--- config.mk ---
export PLATFORM = sky130hd
export DESIGN_NAME = debounce_multi
export DESIGN_NICKNAME = d
export VERILOG_FILES = /design/src/rtl/debounce_multi.sv
export SDC_FILE = /design/constraint.sdc
export NUM_CORES = 1
export LEC_CHECK = 0
export CAP_MARGIN = 10
export CORE_ASPECT_RATIO = 1.75
export CORE_MARGIN = 3
export CORE_UTILIZATION = 55
export CTS_CLUSTER_SIZE = 8
export DETAILED_ROUTE_END_ITERATION = 10
export GPL_ROUTABILITY_DRIVEN = 0
export PLACE_DENSITY = 0.73
export SKIP_CTS_REPAIR_TIMING = 1
export SYNTH_ARGS = -nofsm -noshare
export SYNTH_HDL_FRONTEND = slang
export SYNTH_SLANG_ARGS = --single-unit
export TNS_END_PERCENT = 30
--- constraint.sdc ---
create_clock -name clk -period 19.95 [get_ports clk]
set_input_delay 3.99 -clock clk [delete_from_list [all_inputs] [get_ports clk]]
set_output_delay 3.99 -clock clk [all_outputs]
set_load 0.005 [all_outputs]
--- src/rtl/debounce_multi.sv ---
// N-channel button debouncer: per-channel synchroniser, stability counter, FSM, edge and auto-repeat pulses.
// Latency: db/rise/fall change SYNC_STAGES+DB_CYCLES edges after sw is first sampled stable; no backpressure.
module debounce_multi #(
    parameter int CHANNELS     = 5,
    parameter int SYNC_STAGES  = 2,
    parameter int DB_CYCLES    = 1000000,
    parameter int CNT_W        = 20,
    parameter int REPEAT_EN    = 1,
    parameter int REPEAT_DELAY = 50000000,
    parameter int REPEAT_RATE  = 10000000,
    parameter int RPT_W        = 26
) (
    input  logic                clk,
    input  logic                reset,
    input  logic [CHANNELS-1:0] sw,
    output logic [CHANNELS-1:0] db,
    output logic [CHANNELS-1:0] rise,
    output logic [CHANNELS-1:0] fall,
    output logic [CHANNELS-1:0] rpt
);

    typedef enum logic [1:0] {
        ZERO      = 2'd0,
        WAIT_ONE  = 2'd1,
        ONE       = 2'd2,
        WAIT_ZERO = 2'd3
    } state_t;

    localparam logic [CNT_W-1:0] CNT_LAST   = CNT_W'(DB_CYCLES - 1);
    localparam logic [RPT_W-1:0] DELAY_LAST = RPT_W'(REPEAT_DELAY - 1);
    localparam logic [RPT_W-1:0] RATE_LAST  = RPT_W'(REPEAT_RATE - 1);
    localparam bit               RPT_ON     = (REPEAT_EN != 0);

    for (genvar i = 0; i < CHANNELS; i++) begin : g_ch
        logic [SYNC_STAGES-1:0] sync;
        logic                   s;
        state_t                 state, state_nxt;
        logic [CNT_W-1:0]       cnt, cnt_nxt;
        logic [RPT_W-1:0]       rcnt;
        logic                   rpt_phase;
        logic                   held, entered_one, rpt_hit;
        logic                   db_nxt, rise_nxt, fall_nxt;
        logic                   db_q, rise_q, fall_q, rpt_q;

        always_ff @(posedge clk or posedge reset) begin
            if (reset) sync <= '0;
            else       sync <= {sync[SYNC_STAGES-2:0], sw[i]};
        end

        assign s = sync[SYNC_STAGES-1];

        always_ff @(posedge clk or posedge reset) begin
            if (reset) begin
                state <= ZERO;
                cnt   <= '0;
            end else begin
                state <= state_nxt;
                cnt   <= cnt_nxt;
            end
        end

        // Any sample disagreeing with the pending level drops back and discards the count.
        always_comb begin
            state_nxt = state;
            cnt_nxt   = cnt;
            case (state)
                ZERO: begin
                    if (s) begin
                        state_nxt = WAIT_ONE;
                        cnt_nxt   = '0;
                    end
                end
                WAIT_ONE: begin
                    if (!s) begin
                        state_nxt = ZERO;
                        cnt_nxt   = '0;
                    end else if (cnt == CNT_LAST) begin
                        state_nxt = ONE;
                        cnt_nxt   = '0;
                    end else begin
                        cnt_nxt = cnt + CNT_W'(1);
                    end
                end
                ONE: begin
                    if (!s) begin
                        state_nxt = WAIT_ZERO;
                        cnt_nxt   = '0;
                    end
                end
                WAIT_ZERO: begin
                    if (s) begin
                        state_nxt = ONE;
                        cnt_nxt   = '0;
                    end else if (cnt == CNT_LAST) begin
                        state_nxt = ZERO;
                        cnt_nxt   = '0;
                    end else begin
                        cnt_nxt = cnt + CNT_W'(1);
                    end
                end
                default: begin
                    state_nxt = ZERO;
                    cnt_nxt   = '0;
                end
            endcase
        end

        always_comb begin
            held        = (state == ONE) || (state == WAIT_ZERO);
            entered_one = (state == WAIT_ONE) && (state_nxt == ONE);
            db_nxt      = (state_nxt == ONE) || (state_nxt == WAIT_ZERO);
            rise_nxt    = entered_one;
            fall_nxt    = (state == WAIT_ZERO) && (state_nxt == ZERO);
            rpt_hit     = RPT_ON && held && (state_nxt != ZERO) &&
                          (rcnt == (rpt_phase ? RATE_LAST : DELAY_LAST));
        end

        // rpt_phase marks that the initial delay has elapsed and the shorter rate applies.
        always_ff @(posedge clk or posedge reset) begin
            if (reset) begin
                db_q      <= 1'b0;
                rise_q    <= 1'b0;
                fall_q    <= 1'b0;
                rpt_q     <= 1'b0;
                rcnt      <= '0;
                rpt_phase <= 1'b0;
            end else begin
                db_q   <= db_nxt;
                rise_q <= rise_nxt;
                fall_q <= fall_nxt;
                rpt_q  <= rpt_hit;
                if (entered_one || (state_nxt == ZERO)) begin
                    rcnt      <= '0;
                    rpt_phase <= 1'b0;
                end else if (RPT_ON && held) begin
                    if (rpt_hit) begin
                        rcnt      <= '0;
                        rpt_phase <= 1'b1;
                    end else begin
                        rcnt <= rcnt + RPT_W'(1);
                    end
                end
            end
        end

        assign db[i]   = db_q;
        assign rise[i] = rise_q;
        assign fall[i] = fall_q;
        assign rpt[i]  = rpt_q;
    end

endmodule

# ---- Word-level counts from Yosys, hierarchy flattened
# Index checks and enable logic that the tools add are counted.
dict set report totals {
  regBits 275
  in_bits 7
  out_inout_bits 20
  word_cells 270
}
dict set report op_classes {
  add_sub_neg 10
  eq_ne 45
  n_mux 100
  reduce_logical 70
}
# cell count
set ops {}
lappend ops {{$mux W26} 20}
lappend ops {{$mux W20} 25}
lappend ops {{$pmux W20 S4} 5}
lappend ops {{$add A26 B1 Y26 const B} 5}
lappend ops {{$eq A26 B26 Y1} 5}
lappend ops {{$add A20 B1 Y20 const B} 5}
lappend ops {{$eq A20 B20 Y1 const B} 5}
lappend ops {{$mux W2} 30}
lappend ops {{$eq A2 B2 Y1 const B} 20}
lappend ops {{$pmux W2 S4} 5}
lappend ops {{$reduce_bool A2 Y1} 15}
lappend ops {{$logic_and A1 B1 Y1} 20}
lappend ops {{$logic_not A2 Y1} 10}
lappend ops {{$ne A2 B2 Y1 const B} 10}
lappend ops {{$reduce_and A2 Y1} 10}
lappend ops {{$logic_or A1 B1 Y1} 15}
lappend ops {{$mux W1} 15}
lappend ops {{$eq A2 B1 Y1 const B} 5}

# ---- Logic depth before layout (Yosys ltp)
# Gate-level depths: netlist (run 1).
dict set report depth {
  depth_word 10
  ltp_mapped 9
  ltp_nobuf 6
}

# ---- Worst setup path after synthesis (run 1)
# Ideal clock, no wire load.
dict set report synth_timing {
  path_type {register to output}
  from {register g_ch[0].db_q}
  to {output port db[0]}
  t_arrival_ns 0.458
  t_required_ns 15.960
  path_slack_ns 15.502
  path_stages_with_launch 2
  path_buffers 1
  cell_sequence {dfrtp_1 buf_4}
}
# item line_no
set synth_rtl {}
lappend synth_rtl {{start, declared} 43} ;# logic db_q, rise_q, fall_q, rpt_q;
lappend synth_rtl {{start signal, assigned} 128} ;# db_q <= db_nxt;
lappend synth_rtl {{end, declared} 16} ;# output logic [CHANNELS-1:0] db,
# No word-level cell between the ends.

==> results_dict.tcl, run 1 <==
set metrics [dict create \
    via_count 12900 \
    drt-initial-drc-count 583 \
    setup_viol 0 \
    path_clk_slew_ns 0.05 \
    hp-class "flip-flop to flip-flop" \
    yosysTopAreaCellShare_pct 45.7 \
    grt_pass1_wl_um 58700 \
    via_per_inst 6.44 \
    hold_depth 0 \
    placed_cells 1962 \
    antenna_found_initial 0 \
    fp.dieW_um 131 \
    ys_seq_area_share_pct 45.7 \
    regToRegSetupSlack_ns 16.52 \
    tightestPinTransition_ns 1.18 \
    grtUsageTotal_pct 22.9 \
    synthesis.area_mm2 0.0151 \
    worstPathMaxFanout 145 \
    status "finished clean" \
    cts_tree "built" \
    core_area_mm2 0.0268 \
    cts_root_buf "clkbuf_16" \
    wl_um 33900 \
    synth_cells 1664 \
    numCtsBuffers 40 \
    synthToLayoutAreaGrowth_pct 9.84 \
    hpwlAfterDp_um 22300 \
    diodes 0 \
    synth-seq-cells 275 \
    relSlewSlack_pct 21.3 \
    start_util_pct 56.3 \
    wire_per_inst_um 16.9 \
    die_area_mm2 0.0295 \
    synth_nets 1681 \
    fin_ws_ns 14.34 \
    power_density_mw_per_mm2 73.3 \
    cpPeakStageDelay_ns 0.83 \
    cts.sink_count 275 \
    maxSlewViolCount 0 \
    crit_type "input port to asynchronous set/reset pin" \
    grt-ovfl-total 0 \
    place_ws_ns 13.73 \
    rr_worst_depth 6 \
    fin_crit_sh_pct 28.1 \
    grt_pass1_vias 12900 \
    h-tree-depth 2 \
    n_fill_cell 2272 \
    r2r_end "g_ch[1].rcnt[25]" \
    cp_top_family "buffers and inverters" \
    skew_ns 0.0160 \
    min_to "g_ch[3].sync[1]" \
    yosysWarnings 0 \
    syn_avg_cell_area_um2 9.06 \
    r2r_start "g_ch[1].cnt[0]" \
    finalHoldViolCount 0 \
    placementRows 79 \
    die_h_um 225 \
    vdd_ir_drop_max_uv 69.6 \
    startpoint_type "input port" \
    drcViolationCount 0 \
    synthTopCellsByArea "dfrtp_1 46%, a21oi_1 4.5%, nand3_1 4.1%" \
    layout.cells.non_filler 2006 \
    worst_ep_arrival_time_ns 6.14 \
    fin_crit_ns 5.61 \
    required_ns 20.48 \
    drive_gt1_share_pct 6.58 \
    rsz0062_at_grt "no" \
    path_cells "clkdlybuf4s50_1, inv_8, buf_4" \
    hp-start "g_ch[3].sync[0]" \
    postSynth.asyncResetShare_pct 100 \
    ioPinCount 27 \
    nets 1657 \
    clk_latency_ns 0.53 \
    cp-end-kind "asynchronous set/reset pin" \
    synth_ff_type "dfrtp_1" \
    synthDistinctLibCells 69 \
    max_cap_viol_count 0 \
    crit_buf_inv 3 \
    fin_util_pct 61.8 \
    synth-edff-count 0 \
    slowest_stage "buf_4" \
    synth_top_area_cell "dfrtp_1" \
    antenna_left 0 \
    power.total_uw 1210 \
    fmax_ghz 0.178 \
    grt_max_degree 146 \
    port_buffers 26 \
    drtPass1Iterations 5 \
    power_leakage_uw 0.00629 \
    cts.path.max_buffers 3 \
    tns_ns 0 \
]
==> power breakdown <==
group	internal [µW]	switching, µW
Clock	368	234
Sequential	562	4.16
Combinational	10.8	35.1
==> cell usage in the layout (no fill, tap or decap), drive strengths merged, types with 5 or more instances in the layout <==
master	netlist	layout
dfrtp	275	275
nand2	146	146
a21oi	134	134
nand3	123	123
o21ai	115	115
or4	74	74
or3	67	67
o31ai	65	65
nand4	60	60
nor2	60	60
inv	52	52
clkbuf	74	42
nor3	40	40
a211oi	29	29
nor4	27	27
and3	26	26
a21o	26	26
clkdlybuf4s50	0	26
and2	22	22
and4	20	20
a22o	19	19
a31oi	18	18
buf	35	17
xnor2	15	15
o211ai	11	11
mux2i	10	10
ha	10	10
xor2	9	9
mux2	9	9
nand4b	7	7
or2	7	7
nand2b	7	7
nor4b	7	7
nor3b	7	7
or4b	7	7
o21bai	5	5
==> worst max path at each step <==
stage	startpoint	end	slack, ns	cells past startpoint
2_1_floorplan	reset	g_ch[0].cnt[0]	8.38	1
3_3_place_gp	reset	g_ch[2].rcnt[20]	13.75	3
3_5_place_dp	reset	g_ch[0].rcnt[16]	13.73	3
4_1_cts	reset	g_ch[2].rcnt[6]	14.28	3
5_1_grt	reset	g_ch[2].rcnt[12]	14.03	3
6_report	reset	g_ch[2].rcnt[7]	14.34	3
==> sequential cells by signal, indices dropped and copies added, names as in the netlist <==
name	cells
g_ch.rpt_phase	5
g_ch.cnt	100
g_ch.sync	10
g_ch.rpt_q	5
g_ch.fall_q	5
g_ch.db_q	5
g_ch.rise_q	5
g_ch.state	10
g_ch.rcnt	130
==> metrics by stage <==
| step | hold WS (ns) | area, µm² |
|---|---|---|
| 2_1_floorplan | 0.331 | 15100 |
| 3_3_place_gp | 0.336 | 15500 |
| 3_5_place_dp | 0.340 | 15500 |
| 4_1_cts | 0.349 | 16600 |
| 5_1_grt | 0.363 | 16600 |
| 6_report | 0.346 | 16600 |
==> worst register-to-register path, delay by kind of cell, from the launching register on <==
family / cells / cell delay, ns
AOI/OAI and AO/OA: 3 / 1.86
adders and majority gates: 1 / 0.23
DFF: 1 / 0.38
and+or+nand+nor: 2 / 0.84
==> cell usage after synthesis, types with 4 or more instances <==
library cell  count
nor4_1           23
a41oi_1           4
a31oi_1          18
o21ai_0         113
o211ai_1         11
mux2_2            9
and4_1           20
nor2_1           60
a22o_1           19
or2_2             7
a21oi_1         134
o21bai_1          5
dfrtp_1         275
xor2_1            9
nand2_1         146
xnor2_1          15
nand4_1          60
or3_1            67
nor3b_1           7
nand2b_1          7
buf_2             9
nand3_1         123
a21o_1           26
nor3_1           39
or4_1            73
and3_1           26
clkbuf_1         74
buf_4            20
inv_1            52
buf_1             5
nand4b_1          7
a31o_2            4
or4b_2            5
and2_1           22
nor4b_1           7
ha_1             10
o31ai_1          65
a211oi_1         29
mux2i_1          10
==> routing by layer <==
| layer | GRT usage [%] | routed length, µm | vias to the layer above |
|---|---|---|---|
| met5 | 0 | 0 | - |
| met4 | 8.95 | 951 | 0 |
| met3 | 2.84 | 928 | 81 |
| met2 | 43.8 | 18600 | 215 |
| met1 | 26.0 | 13400 | 6417 |
| li1 | - | - | 6210 |
==> area by class of cell <==
| class | instances | area (µm²) | area share, % |
|---|---|---|---|
| Inverter | 52 | 203 | 1.22 |
| Timing Repair Buffer | 43 | 388 | 2.34 |
| Tap cell | 364 | 455 | 2.75 |
| Multi-Input combinational cell | 1228 | 7550 | 45.6 |
| Sequential cell | 275 | 6880 | 41.6 |
| Clock buffer | 42 | 1050 | 6.35 |
| Clock inverter | 2 | 23.8 | 0.144 |
==> cell families after synthesis <==
group | after synthesis | share of synthesized area [%]
AO/OA/AOI/OAI | 456 | 18.9
XOR/XNOR | 24 | 1.40
adder cells (fa/ha/maj) | 11 | 0.897
buffers and inverters | 161 | 4.63
flip-flops | 275 | 45.7
multiplexers | 19 | 1.34
AND/OR/NAND/NOR | 718 | 27.1
Note: power is estimated with default switching activity, not from simulation.
==> inputs of run 2 (changes only) <==
- clock period: 19.95 -> 5.4 ns (I/O delays scaled with it)
==> results_dict.tcl, run 2 (synthesis gave the netlist of run 1 again) <==
set metrics [dict create \
    tns_ns 0 \
    drcViolationCount 0 \
    worstPathMaxFanout 51 \
    drt-initial-drc-count 697 \
    clockPowerShare_pct 48.9 \
    hold_depth 0 \
    grt_pass1_vias 12800 \
    worst_ep_arrival_time_ns 3.84 \
    core_area_mm2 0.0268 \
    die_h_um 225 \
    pwr-share-comb_pct 3.9 \
    relSlewSlack_pct 16.3 \
    internal_power_uw 3440 \
    h-tree-depth 2 \
    tightestPinTransition_ns 1.25 \
    dpl_cell_area_mm2 0.0155 \
    crit_type "flip-flop to flip-flop" \
    cts.path.max_buffers 3 \
    clk_latency_ns 0.52 \
    grt_max_degree 174 \
    placementRows 79 \
    cts_root_buf "clkbuf_16" \
    min_to "g_ch[1].sync[1]" \
    max_cap_viol_count 0 \
    largest_reg_flops 130 \
    fin_crit_sh_pct 63.7 \
    port_buffers 26 \
    skew_ns 0.0134 \
    grt-ovfl-total 0 \
    fp.dieW_um 131 \
    fmax_ghz 0.291 \
    r2r_end "g_ch[1].rcnt[25]" \
    hpwlAfterDp_um 22100 \
    nets 1658 \
    grt_pass1_wl_um 59500 \
    cts.sink_count 275 \
    seq_power_share_pct 47.2 \
    fin_util_pct 61.7 \
    rsz0062_at_grt "no" \
    most-common-layout-cells "275 x dfrtp_1, 146 x nand2_1, 131 x a21oi_1" \
    via_count 13000 \
    required_ns 5.81 \
    rr_worst_depth 6 \
    wire_per_inst_um 16.9 \
    p_switching_uw 988 \
    hp-start "g_ch[1].sync[0]" \
    die_area_mm2 0.0295 \
    synthToLayoutAreaGrowth_pct 9.76 \
    hp-class "flip-flop to flip-flop" \
    cts_tree "built" \
    maxSlewViolCount 0 \
    netSwitchingFraction_pct 22.3 \
    drtPass1Iterations 5 \
    r2r_start "g_ch[1].cnt[0]" \
    grtUsageTotal_pct 23.2 \
    fin_crit_ns 3.44 \
    antenna_left 0 \
    status "finished clean" \
    diodes 0 \
    numCtsBuffers 40 \
    hold_slack_ns 0.340 \
    met3_length_um 984 \
    via_per_inst 6.46 \
    wl_um 33800 \
    met2_wirelength_um 18200 \
    design_area_mm2 0.0165 \
    ioPinCount 27 \
    reg_top3 "g_ch.rcnt (130), g_ch.cnt (100)" \
    power_leakage_uw 0.00628 \
    wl_met1_um 13800 \
    antenna_found_initial 0 \
    power_density_mw_per_mm2 268 \
    drive_gt1_share_pct 6.52 \
    vdd_ir_drop_max_uv 237 \
    cp-end-kind "flip-flop" \
    finalHoldViolCount 0 \
    routed.top_layer "met4" \
    setup_viol 0 \
    startpoint_type "flip-flop" \
    path_clk_slew_ns 0.05 \
    final_common_cell "dfrtp_1" \
    top_register "g_ch.rcnt" \
    regToRegSetupSlack_ns 1.96 \
    start_util_pct 56.3 \
]
-- run 2: cell types whose count changed in the layout (fill, tap and decap cells not counted) --
cell	previous run	this run
clkinv_8	1	0
clkbuf_16	42	41
clkinvlp_4	1	2
buf_4	17	16
buf_12	0	2
inv_8	1	0
-- run 2: layer usage --
metal  vias to the layer above  global-route usage (%)
met5                         -                       0
met2                       222                    43.4
li1                       6250                       -
met3                        70                    2.90
met1                      6418                    27.4
met4                         0                    8.14
-- run 2: critical path, cell delays in order (launching register included) --
cell	delay, ns
dfrtp_1	0.39
ha_1	0.21
nand3_1	0.26
nor4_4	0.56
a31oi_4	0.50
a31oi_2	1.13
o21ba_2	0.27
-- run 2: layout make-up --
type | count | area (µm²)
flip-flops and latches | 275 | 6880
clock buffers | 41 | 1030
repair buffers | 44 | 420
multi-input cells | 1228 | 7550
fillers | 2266 | 10200
well taps | 364 | 455
clock inverters | 1 | 7.51
inverters | 52 | 199
-- run 2: worst max-delay path by stage --
| stage | start | to | slack, ns | depth (start not counted) |
|---|---|---|---|---|
| after floorplan | reset | g_ch[0].cnt[0] | 0.68 | 1 |
| after global placement | g_ch[1].cnt[0] | g_ch[1].rcnt[25] | 2.03 | 6 |
| after detailed placement | g_ch[1].cnt[0] | g_ch[1].rcnt[25] | 2.03 | 6 |
| after CTS | g_ch[1].cnt[0] | g_ch[1].rcnt[25] | 1.98 | 6 |
| after global routing | g_ch[1].cnt[0] | g_ch[1].rcnt[25] | 1.70 | 6 |
| final | g_ch[1].cnt[0] | g_ch[1].rcnt[25] | 1.96 | 6 |
-- run 2: stage by stage --
stage	power [µW]	instances	setup slack, ns
after floorplan	2250	1664	0.683
after detailed placement	2300	1962	2.03
after CTS	4500	2004	1.98
after global placement	2300	1962	2.03
final	4430	2005	1.96
after global routing	4600	2005	1.70
-- run 2: power groups by stage --
stage | clock network (µW) | logic (µW) | registers [µW]
floorplan | 0 | 128 | 2120
finish | 2170 | 171 | 2090
CTS | 2240 | 174 | 2090
global placement | 0 | 170 | 2130
global route | 2310 | 196 | 2090
detailed placement | 0 | 174 | 2130
